<file path="config.mk">
export PLATFORM = sky130hd
export DESIGN_NAME = slide_window_seq
export DESIGN_NICKNAME = d
export VERILOG_FILES = /design/src/rtl/slide_window_seq.sv
export SDC_FILE = /design/constraint.sdc
export NUM_CORES = 1
export LEC_CHECK = 0
export ABC_AREA = 1
export CAP_MARGIN = 20
export CORE_MARGIN = 5
export CORE_UTILIZATION = 60
export CTS_CLUSTER_DIAMETER = 30
export CTS_CLUSTER_SIZE = 40
export DETAILED_ROUTE_END_ITERATION = 12
export PLACE_DENSITY_LB_ADDON = 0.1
export SLEW_MARGIN = 15
export SYNTH_ARGS = -nofsm -noshare
export SYNTH_HDL_FRONTEND = slang
export SYNTH_SLANG_ARGS = --single-unit
export TNS_END_PERCENT = 20
</file>
<file path="constraint.sdc">
create_clock -name clk -period 5.2 [get_ports clk]
set_input_delay 1.04 -clock clk [delete_from_list [all_inputs] [get_ports clk]]
set_output_delay 1.04 -clock clk [all_outputs]
set_load 0.02 [all_outputs]
</file>
<file path="src/rtl/slide_window_seq.sv">
// -----------------------------------------------------------------------------
// slide_window_seq
//
// Window-address sequencer for a sliding-text display. It owns the scrolling
// window start index and the digit-scan counter, each driven by its own
// programmable prescaler, and forms the message-ROM character address for
// the digit currently being scanned.
//
// Ports:
//   clk        in   1   system clock, all state updates on rising edge
//   rst        in   1   synchronous active-high reset
//   run        in   1   level, enables scrolling
//   dir        in   1   0 = left (index increments), 1 = right (decrements)
//   oneshot    in   1   1 = stop (DONE) after the step that wraps
//   load       in   1   one-cycle window load strobe
//   load_idx   in   AW  window index to load (out-of-range loads 0)
//   win_idx    out  AW  current window start index (registered)
//   scan_sel   out  SW  current digit select (registered)
//   char_addr  out  AW  character address for the selected digit
//   scan_tick  out  1   one-cycle pulse on each scan step (registered)
//   wrap       out  1   one-cycle pulse after a wrapping scroll step
//   busy       out  1   high while the scroll FSM is in RUN
// -----------------------------------------------------------------------------
module slide_window_seq #(
  parameter int MSG_LEN    = 12,
  parameter int NUM_DIGITS = 4,
  parameter int SCAN_DIV   = 50000,
  parameter int SHIFT_DIV  = 25000000,
  localparam int AW        = $clog2(MSG_LEN),
  localparam int SW        = $clog2(NUM_DIGITS)
) (
  input  logic          clk,
  input  logic          rst,
  input  logic          run,
  input  logic          dir,
  input  logic          oneshot,
  input  logic          load,
  input  logic [AW-1:0] load_idx,
  output logic [AW-1:0] win_idx,
  output logic [SW-1:0] scan_sel,
  output logic [AW-1:0] char_addr,
  output logic          scan_tick,
  output logic          wrap,
  output logic          busy
);

  localparam int SCW = $clog2(SCAN_DIV);
  localparam int SHW = $clog2(SHIFT_DIV);

  localparam logic [SCW-1:0] SCAN_LAST  = SCW'(SCAN_DIV - 1);
  localparam logic [SHW-1:0] SHIFT_LAST = SHW'(SHIFT_DIV - 1);
  localparam logic [SW-1:0]  SEL_LAST   = SW'(NUM_DIGITS - 1);
  localparam logic [AW-1:0]  WIN_LAST   = AW'(MSG_LEN - 1);
  localparam logic [AW:0]    MSG_W      = (AW+1)'(MSG_LEN);
  localparam logic [AW:0]    ND_LAST_W  = (AW+1)'(NUM_DIGITS - 1);

  typedef enum logic [1:0] {
    S_IDLE = 2'd0,
    S_RUN  = 2'd1,
    S_DONE = 2'd2
  } state_t;

  state_t         state_q, state_d;
  logic [SCW-1:0] scan_cnt_q, scan_cnt_d;
  logic [SW-1:0]  scan_sel_q, scan_sel_d;
  logic           scan_tick_q, scan_tick_d;
  logic [SHW-1:0] shift_cnt_q, shift_cnt_d;
  logic [AW-1:0]  win_q, win_d;
  logic           wrap_q, wrap_d;

  logic           step_s;
  logic           wraps_s;
  logic [AW-1:0]  win_next_s;
  logic [AW:0]    sum_s;

  // Free-running scan prescaler and digit select, independent of the FSM.
  always_comb begin
    scan_cnt_d  = scan_cnt_q + 1'b1;
    scan_sel_d  = scan_sel_q;
    scan_tick_d = 1'b0;
    if (scan_cnt_q == SCAN_LAST) begin
      scan_cnt_d  = '0;
      scan_tick_d = 1'b1;
      if (scan_sel_q == SEL_LAST) begin
        scan_sel_d = '0;
      end else begin
        scan_sel_d = scan_sel_q + 1'b1;
      end
    end else begin
      scan_sel_d = scan_sel_q;
    end
  end

  // Candidate next window index for a scroll step and whether it wraps.
  always_comb begin
    wraps_s    = 1'b0;
    win_next_s = win_q;
    if (dir) begin
      wraps_s    = (win_q == '0);
      win_next_s = wraps_s ? WIN_LAST : (win_q - 1'b1);
    end else begin
      wraps_s    = (win_q == WIN_LAST);
      win_next_s = wraps_s ? '0 : (win_q + 1'b1);
    end
  end

  // Scroll FSM next-state, shift prescaler and window index update.
  always_comb begin
    state_d     = state_q;
    shift_cnt_d = '0;
    win_d       = win_q;
    wrap_d      = 1'b0;
    // A load in the same cycle suppresses the scroll step entirely.
    step_s      = (state_q == S_RUN) && (shift_cnt_q == SHIFT_LAST) && !load;

    case (state_q)
      S_IDLE: begin
        if (run) begin
          state_d = S_RUN;
        end else begin
          state_d = S_IDLE;
        end
      end
      S_RUN: begin
        if (shift_cnt_q == SHIFT_LAST) begin
          shift_cnt_d = '0;
        end else begin
          shift_cnt_d = shift_cnt_q + 1'b1;
        end
        // A wrapping one-shot step wins over run falling in the same cycle.
        if (step_s && wraps_s && oneshot) begin
          state_d = S_DONE;
        end else if (!run) begin
          state_d     = S_IDLE;
          shift_cnt_d = '0;
        end else begin
          state_d = S_RUN;
        end
      end
      S_DONE: begin
        if (!run) begin
          state_d = S_IDLE;
        end else begin
          state_d = S_DONE;
        end
      end
      default: begin
        state_d = S_IDLE;
      end
    endcase

    if (load) begin
      win_d       = ({1'b0, load_idx} < MSG_W) ? load_idx : '0;
      shift_cnt_d = '0;
    end else if (step_s) begin
      win_d  = win_next_s;
      wrap_d = wraps_s;
    end else begin
      win_d = win_q;
    end
  end

  // Character address: window start plus digit offset, reduced modulo MSG_LEN.
  // Digit 0 is the rightmost, so it shows the last character of the window.
  always_comb begin
    sum_s     = {1'b0, win_q} + (ND_LAST_W - {{(AW+1-SW){1'b0}}, scan_sel_q});
    char_addr = '0;
    if (sum_s >= MSG_W) begin
      char_addr = AW'(sum_s - MSG_W);
    end else begin
      char_addr = AW'(sum_s);
    end
  end

  // State registers with synchronous reset.
  always_ff @(posedge clk) begin
    if (rst) begin
      state_q     <= S_IDLE;
      scan_cnt_q  <= '0;
      scan_sel_q  <= '0;
      scan_tick_q <= 1'b0;
      shift_cnt_q <= '0;
      win_q       <= '0;
      wrap_q      <= 1'b0;
    end else begin
      state_q     <= state_d;
      scan_cnt_q  <= scan_cnt_d;
      scan_sel_q  <= scan_sel_d;
      scan_tick_q <= scan_tick_d;
      shift_cnt_q <= shift_cnt_d;
      win_q       <= win_d;
      wrap_q      <= wrap_d;
    end
  end

  assign win_idx   = win_q;
  assign scan_sel  = scan_sel_q;
  assign scan_tick = scan_tick_q;
  assign wrap      = wrap_q;
  assign busy      = (state_q == S_RUN);

endmodule
</file>
[After elaboration in Yosys (flattened, before gate mapping)]
Index checks and enable logic that the tools add are counted.
Operators by class
  add/subtract/negate cells: 8
  $mul: 0
  divide/modulo/power cells: 0
  $lt $le $gt $ge: 2
  equality and inequality tests: 6
  shifts and indexed selects: 0
  muxes and demuxes: 17
  bitwise operators: 2
  reduce and logical (&&, ||, !) cells: 11
Operators with widths (count)
  two-way mux 25 bit: 3
  two-way mux 4 bit: 7
  adder 25 x 1 -> 25 bit, second input constant: 1
  equality test 25 bit, second input constant: 1
  adder 16 x 1 -> 16 bit, second input constant: 1
  equality test 16 bit, second input constant: 1
  two-way mux 2 bit: 3
  one-hot mux 2 bit (3 select lines): 1
  OR reduction 3 bit: 2
  adder 4 x 5 -> 5 bit: 1
  greater-or-equal comparator 5 x 4 -> 1 bit, second input constant: 1
  adder 4 x 1 -> 4 bit, second input constant: 1
  equality test 2 bit, second input constant: 2
  equality test 4 bit, second input constant: 1
  logical AND 1 bit: 4
  logical NOT 4 bit: 1
  less-than comparator 4 bit, second input constant: 1
  subtractor 4 x 1 -> 4 bit, second input constant: 1
  subtractor 4 bit, second input constant: 1
  two-way mux 1 bit: 3
  subtractor 2 x 2 -> 3 bit, first input constant: 1
  adder 2 x 1 -> 2 bit, second input constant: 1
  equality test 2 x 1 -> 1 bit, second input constant: 1
  logical NOT 2 bit: 1
  4 further kinds: 5
Storage, ports and cells
  bits in registers: 51
  bits in latches: 0
  RAM bits: 0
  memory bits (read-only): 0
  bits of input ports: 10
  word-level logic and storage cells: 53
  memories kept: 0

[Depth between registers and ports, before layout]
  depth after elaboration: 7
  gate-level depth with buffers: 11
  gate-level depth less buffers: 11

[Worst setup path before layout]
No wires, ideal clock.
  path type: register to output
  start point: register scan_sel_q[0], in the netlist scan_sel[0]
  end point: output char_addr[2]
  arrival: 1.927 ns
  required time: 4.160 ns
  slack: 2.233 ns
  cell stages (with the launch flop): 10
  path buffers: 0
  cells stage by stage: dfxtp_1 inv_1 ha_1 fa_1 xor2_1 ha_1 nand2_1 nand3_1 nand2_1 nand2_1
On the way
  longest elaborated chain between the ends: 4
  elaborated cells between the ends (all ways): 5
Ends and longest elaborated chain
  start: declaration: RTL line 65  | logic [SW-1:0] scan_sel_q, scan_sel_d;
  start signal: assignment: RTL line 188  | scan_sel_q <= scan_sel_d;
  subtractor 2 x 2 -> 3 bit (*): RTL line 166  | sum_s = {1'b0, win_q} + (ND_LAST_W - {{(AW+1-SW){1'b0}}, scan_sel_q});
  adder 4 x 5 -> 5 bit (*): RTL line 166
  subtractor 4 bit / greater-or-equal comparator 5 x 4 -> 1 bit (equally long branches): RTL line 169, 168
  two-way mux 4 bit (*): RTL line 168  | if (sum_s >= MSG_W) begin
  end: declaration: RTL line 41  | output logic [AW-1:0] char_addr,
Every way passes the cells marked *; elsewhere a longest branch is shown, timed or not.

[Worst setup path in the final report]
  start point: register win_q[0], in the netlist win_idx[0]
  end point: output char_addr[3]
On the way
  longest elaborated chain between the ends: 3
  elaborated cells between the ends (all ways): 4
Ends and longest elaborated chain
  start: declaration: RTL line 68  | logic [AW-1:0] win_q, win_d;
  start signal: assignment: RTL line 191  | win_q <= win_d;
  adder 4 x 5 -> 5 bit (*): RTL line 166
  subtractor 4 bit / greater-or-equal comparator 5 x 4 -> 1 bit (equally long branches): RTL line 169, 168
  two-way mux 4 bit (*): RTL line 168
Marked as above.

==> results by stage <==
CTS:
- The root buffer cell chosen for the clock tree is sky130_fd_sc_hd__clkbuf_8.
- Post-CTS timing repair inserted 0 buffers for setup.
- The clock tree synthesis step divided the H-tree into 2 levels.
- In this run the deepest clock path goes through 2 buffers.
- The post-CTS resize count is 0.
- After clock tree synthesis, the flow added hold-fix buffers numbering 0.
- The clock insertion delay at the later pin of the skew report is 0.30 ns.
- TritonCTS built the clock tree.
- The clock edge transition at the registers on the reported setup and hold paths is 0.09 ns.
- The total clock buffers created by CTS is 5.
- The number of sinks handled by clock tree synthesis is 51.

Power and ir drop:
- VDD sags by at most 0.166 mV.
- In this run the power density over the cells is 237 nW/µm².
- Summed over all cells, the static leakage comes to 1.20 nW.
- The power consumption is 0.753 mW.

GRT:
- The met1 usage is 26.4%.
- The via count of the first global-routing pass is 2,249.
- For this run, the total global-route usage over all layers was measured as 19.1%.
- The met3 demand-to-capacity share in global routing is 3.66%.
- The busiest metal layer after global routing is met2.
- The routing usage on met2 is 30.9%.
- Entering global routing, the biggest net connects 25 pins.
- The number of antenna violations at the first check in global routing is 0.
- For this run the aggregate overflow at the end of global routing stands at 0.
- The first global-routing pass estimated 9.80 mm of wire.

Place:
- Buffers placed on the I/O ports in this run total 22.
- The half-perimeter wire length of the detailed placement result is 4.30 mm.
- The cell total after placement is 479.
- At the placement stage, the worst setup path has a slack of 1.72 ns.
- Once placement finished, the instance area stood at 3060 µm².
- The congestion estimate from routability-driven global placement came to 0.905.

Floorplanning:
- The floorplan has 24 rows.
- The number of top-level pins is 23.
- The die is 78.3 µm tall.
- Once the floorplan was initialized, standard cells occupied 63.1% of the core.
- The core region is 4440 µm².
- The die span in x is 78.3 µm.
- The die covers 6140 µm².

Setup path:
- STA puts the critical path data arrival time at 2.80 ns.
- The start-to-end type of the worst setup path is reg2out.
- The critical path required time is 4.16 ns.
- The sort of element at the end of the critical path is a primary output.
- The critical-path maximum fanout is 8.
- The kind of start point of the critical path is a flip-flop.

Timing:
- The final-report max-slew violation count is 0.
- Setup repair after global routing left no endpoint under its margin.
- The ratio of final minimum period to clock period is 73.9%.
- The final critical delay including setup and external delays is 3.84 ns.
- The worst hold margin is 0.449 ns.
- The final hold violation count came to 0.
- Setup violations remaining at the end of the flow were counted as 0.
- On the final layout, the worst clock skew is 0.00620 ns.
- Setup slack closes at 1.36 ns.
- For the pin with the worst max-slew slack, the measured transition is 0.489 ns.
- The maximum achievable frequency is 260 MHz.
- Measured against its own limit, the worst slew margin works out to 67.3%.
- For the final routed database, the setup TNS stands at 0 ns.

Finish:
- With fillers left out, the area of the finished cells amounts to 3170 µm².
- Once layout is complete, the cells apart from fillers number 487.
- The post-route netlist has 4.83% of its cells at a drive strength greater than 1.
- The post-synthesis to final-layout area growth is 13.2%.
- The final cell utilization of the core is 71.4%.
- At the end of the flow, the number of nets in the layout was 454.
- The total inserted antenna cells is 0.

Synth:
- Yosys mapped the design onto 28 distinct sky130hd cell types.
- The area of the mapped netlist is 2800 µm².
- A synthesized cell averages 6.85 µm².
- Yosys printed 0 warnings.
- When the netlist entered floorplanning its net count stood at 429.
- Summing the sequential cell areas from Yosys gives 36.4% of the chip area.
- The number of cells produced by synthesis is 409.
- After synthesis the netlist holds a flip-flop and latch count of 51.

Route:
- The DRC violations left is 0.
- Dividing the detail-routed wire length by the instance count gives 11.4 µm.
- The final layout contains routed wiring with a total length of 5.53 mm.
- Dividing the detail-routed via count by the number of cells gives 5.06.
- The number of optimization iterations in the first detailed-route pass is 4.
- The first routing iteration left 149 violations.
- The final route contains 2,463 vias.
- Once detail routing completed, the nets flagged for antenna violations numbered 0.

Min path:
- The worst hold-check path type is reg2reg.

Flow run:
- Across the run, the number of max-cap violations was 0.

Status:
- The run finished with clean final reports.
-- cell type report --
class,instances,area [µm²]
well taps,52,65.1
multi-input cells,303,1560
repair buffers,22,220
clock inverters,2,35.0
flip-flops and latches,51,1020
clock buffers,6,82.6
fillers,366,1270
inverters,51,191
-- registers in the layout, indices dropped and copies added, names as in the netlist --
register     flops
wrap             1
scan_tick        1
shift_cnt_q     25
win_idx          4
scan_sel         2
scan_cnt_q      16
state_q          2
-- cell families after synthesis --
logic type,after synthesis,synth area share (%)
and+or+nand+nor,243,38.0
buffers and inverters,55,7.99
DFF,51,36.4
xor gates and xnor gates,29,9.06
AOI/OAI and AO/OA,21,3.75
adders and majority gates,10,4.73
-- synthesized netlist by cell type (all sizes together) --
library cell,instances,area share [%]
nor2,86,12
nor3,15,2.9
nand3,28,5.2
xnor2,11,3.4
nand2,95,13
a21oi,13,2.3
ha,9,4.0
nor4,3,0.67
or2,2,0.45
fa,1,0.71
nand4,8,1.8
inv,51,6.8
nand3b,3,0.80
o21ai,8,1.4
and3,2,0.45
xor2,18,5.6
nor3b,1,0.27
dfxtp,51,36
buf,4,1.2
-- worst paths after layout --
| kind | to | slack [ns] | startpoint | cells after the start |
|---|---|---|---|---|
| hold / removal | shift_cnt_q[0] | 0.45 | shift_cnt_q[0] | 1 |
| hold reg to reg | shift_cnt_q[0] | 0.45 | shift_cnt_q[0] | 1 |
| setup / recovery | char_addr[3] | 1.36 | win_idx[0] | 9 |
| setup reg to reg | shift_cnt_q[22] | 3.37 | win_idx[0] | 10 |
-- per-layer routing --
metal	share of wire (%)	vias up
li1	-	1331
met1	50	1080
met2	44	45
met3	5.2	7
met4	0.94	0
met5	0	-
-- placed cells by master, fill, tap and decap left out, types with 11 or more instances in the layout --
cell type	instances
sky130_fd_sc_hd__nor2_1	80
sky130_fd_sc_hd__xnor2_1	11
sky130_fd_sc_hd__xor2_1	18
sky130_fd_sc_hd__a21oi_1	13
sky130_fd_sc_hd__inv_1	50
sky130_fd_sc_hd__nor3_1	14
sky130_fd_sc_hd__dfxtp_1	51
sky130_fd_sc_hd__nand2_1	92
sky130_fd_sc_hd__nand3_1	27
sky130_fd_sc_hd__clkdlybuf4s50_1	22
-- critical path, cell delays in order (launching register included) --
cell and delay (ns):
sky130_fd_sc_hd__dfxtp_1 0.40, sky130_fd_sc_hd__ha_1 0.26, sky130_fd_sc_hd__fa_1 0.41, sky130_fd_sc_hd__xor2_1 0.31, sky130_fd_sc_hd__ha_1 0.20, sky130_fd_sc_hd__nand2_1 0.08
sky130_fd_sc_hd__nand3_1 0.10, sky130_fd_sc_hd__nand2_1 0.07, sky130_fd_sc_hd__nand2_1 0.07, sky130_fd_sc_hd__clkdlybuf4s50_1 0.61
-- power by group --
part | total (mW) | switching (mW) | internal, mW
Sequential | 0.401 | 0.00608 | 0.395
Clock | 0.277 | 0.122 | 0.156
Combinational | 0.0748 | 0.0420 | 0.0328
Power figures use the tool's default switching activity.
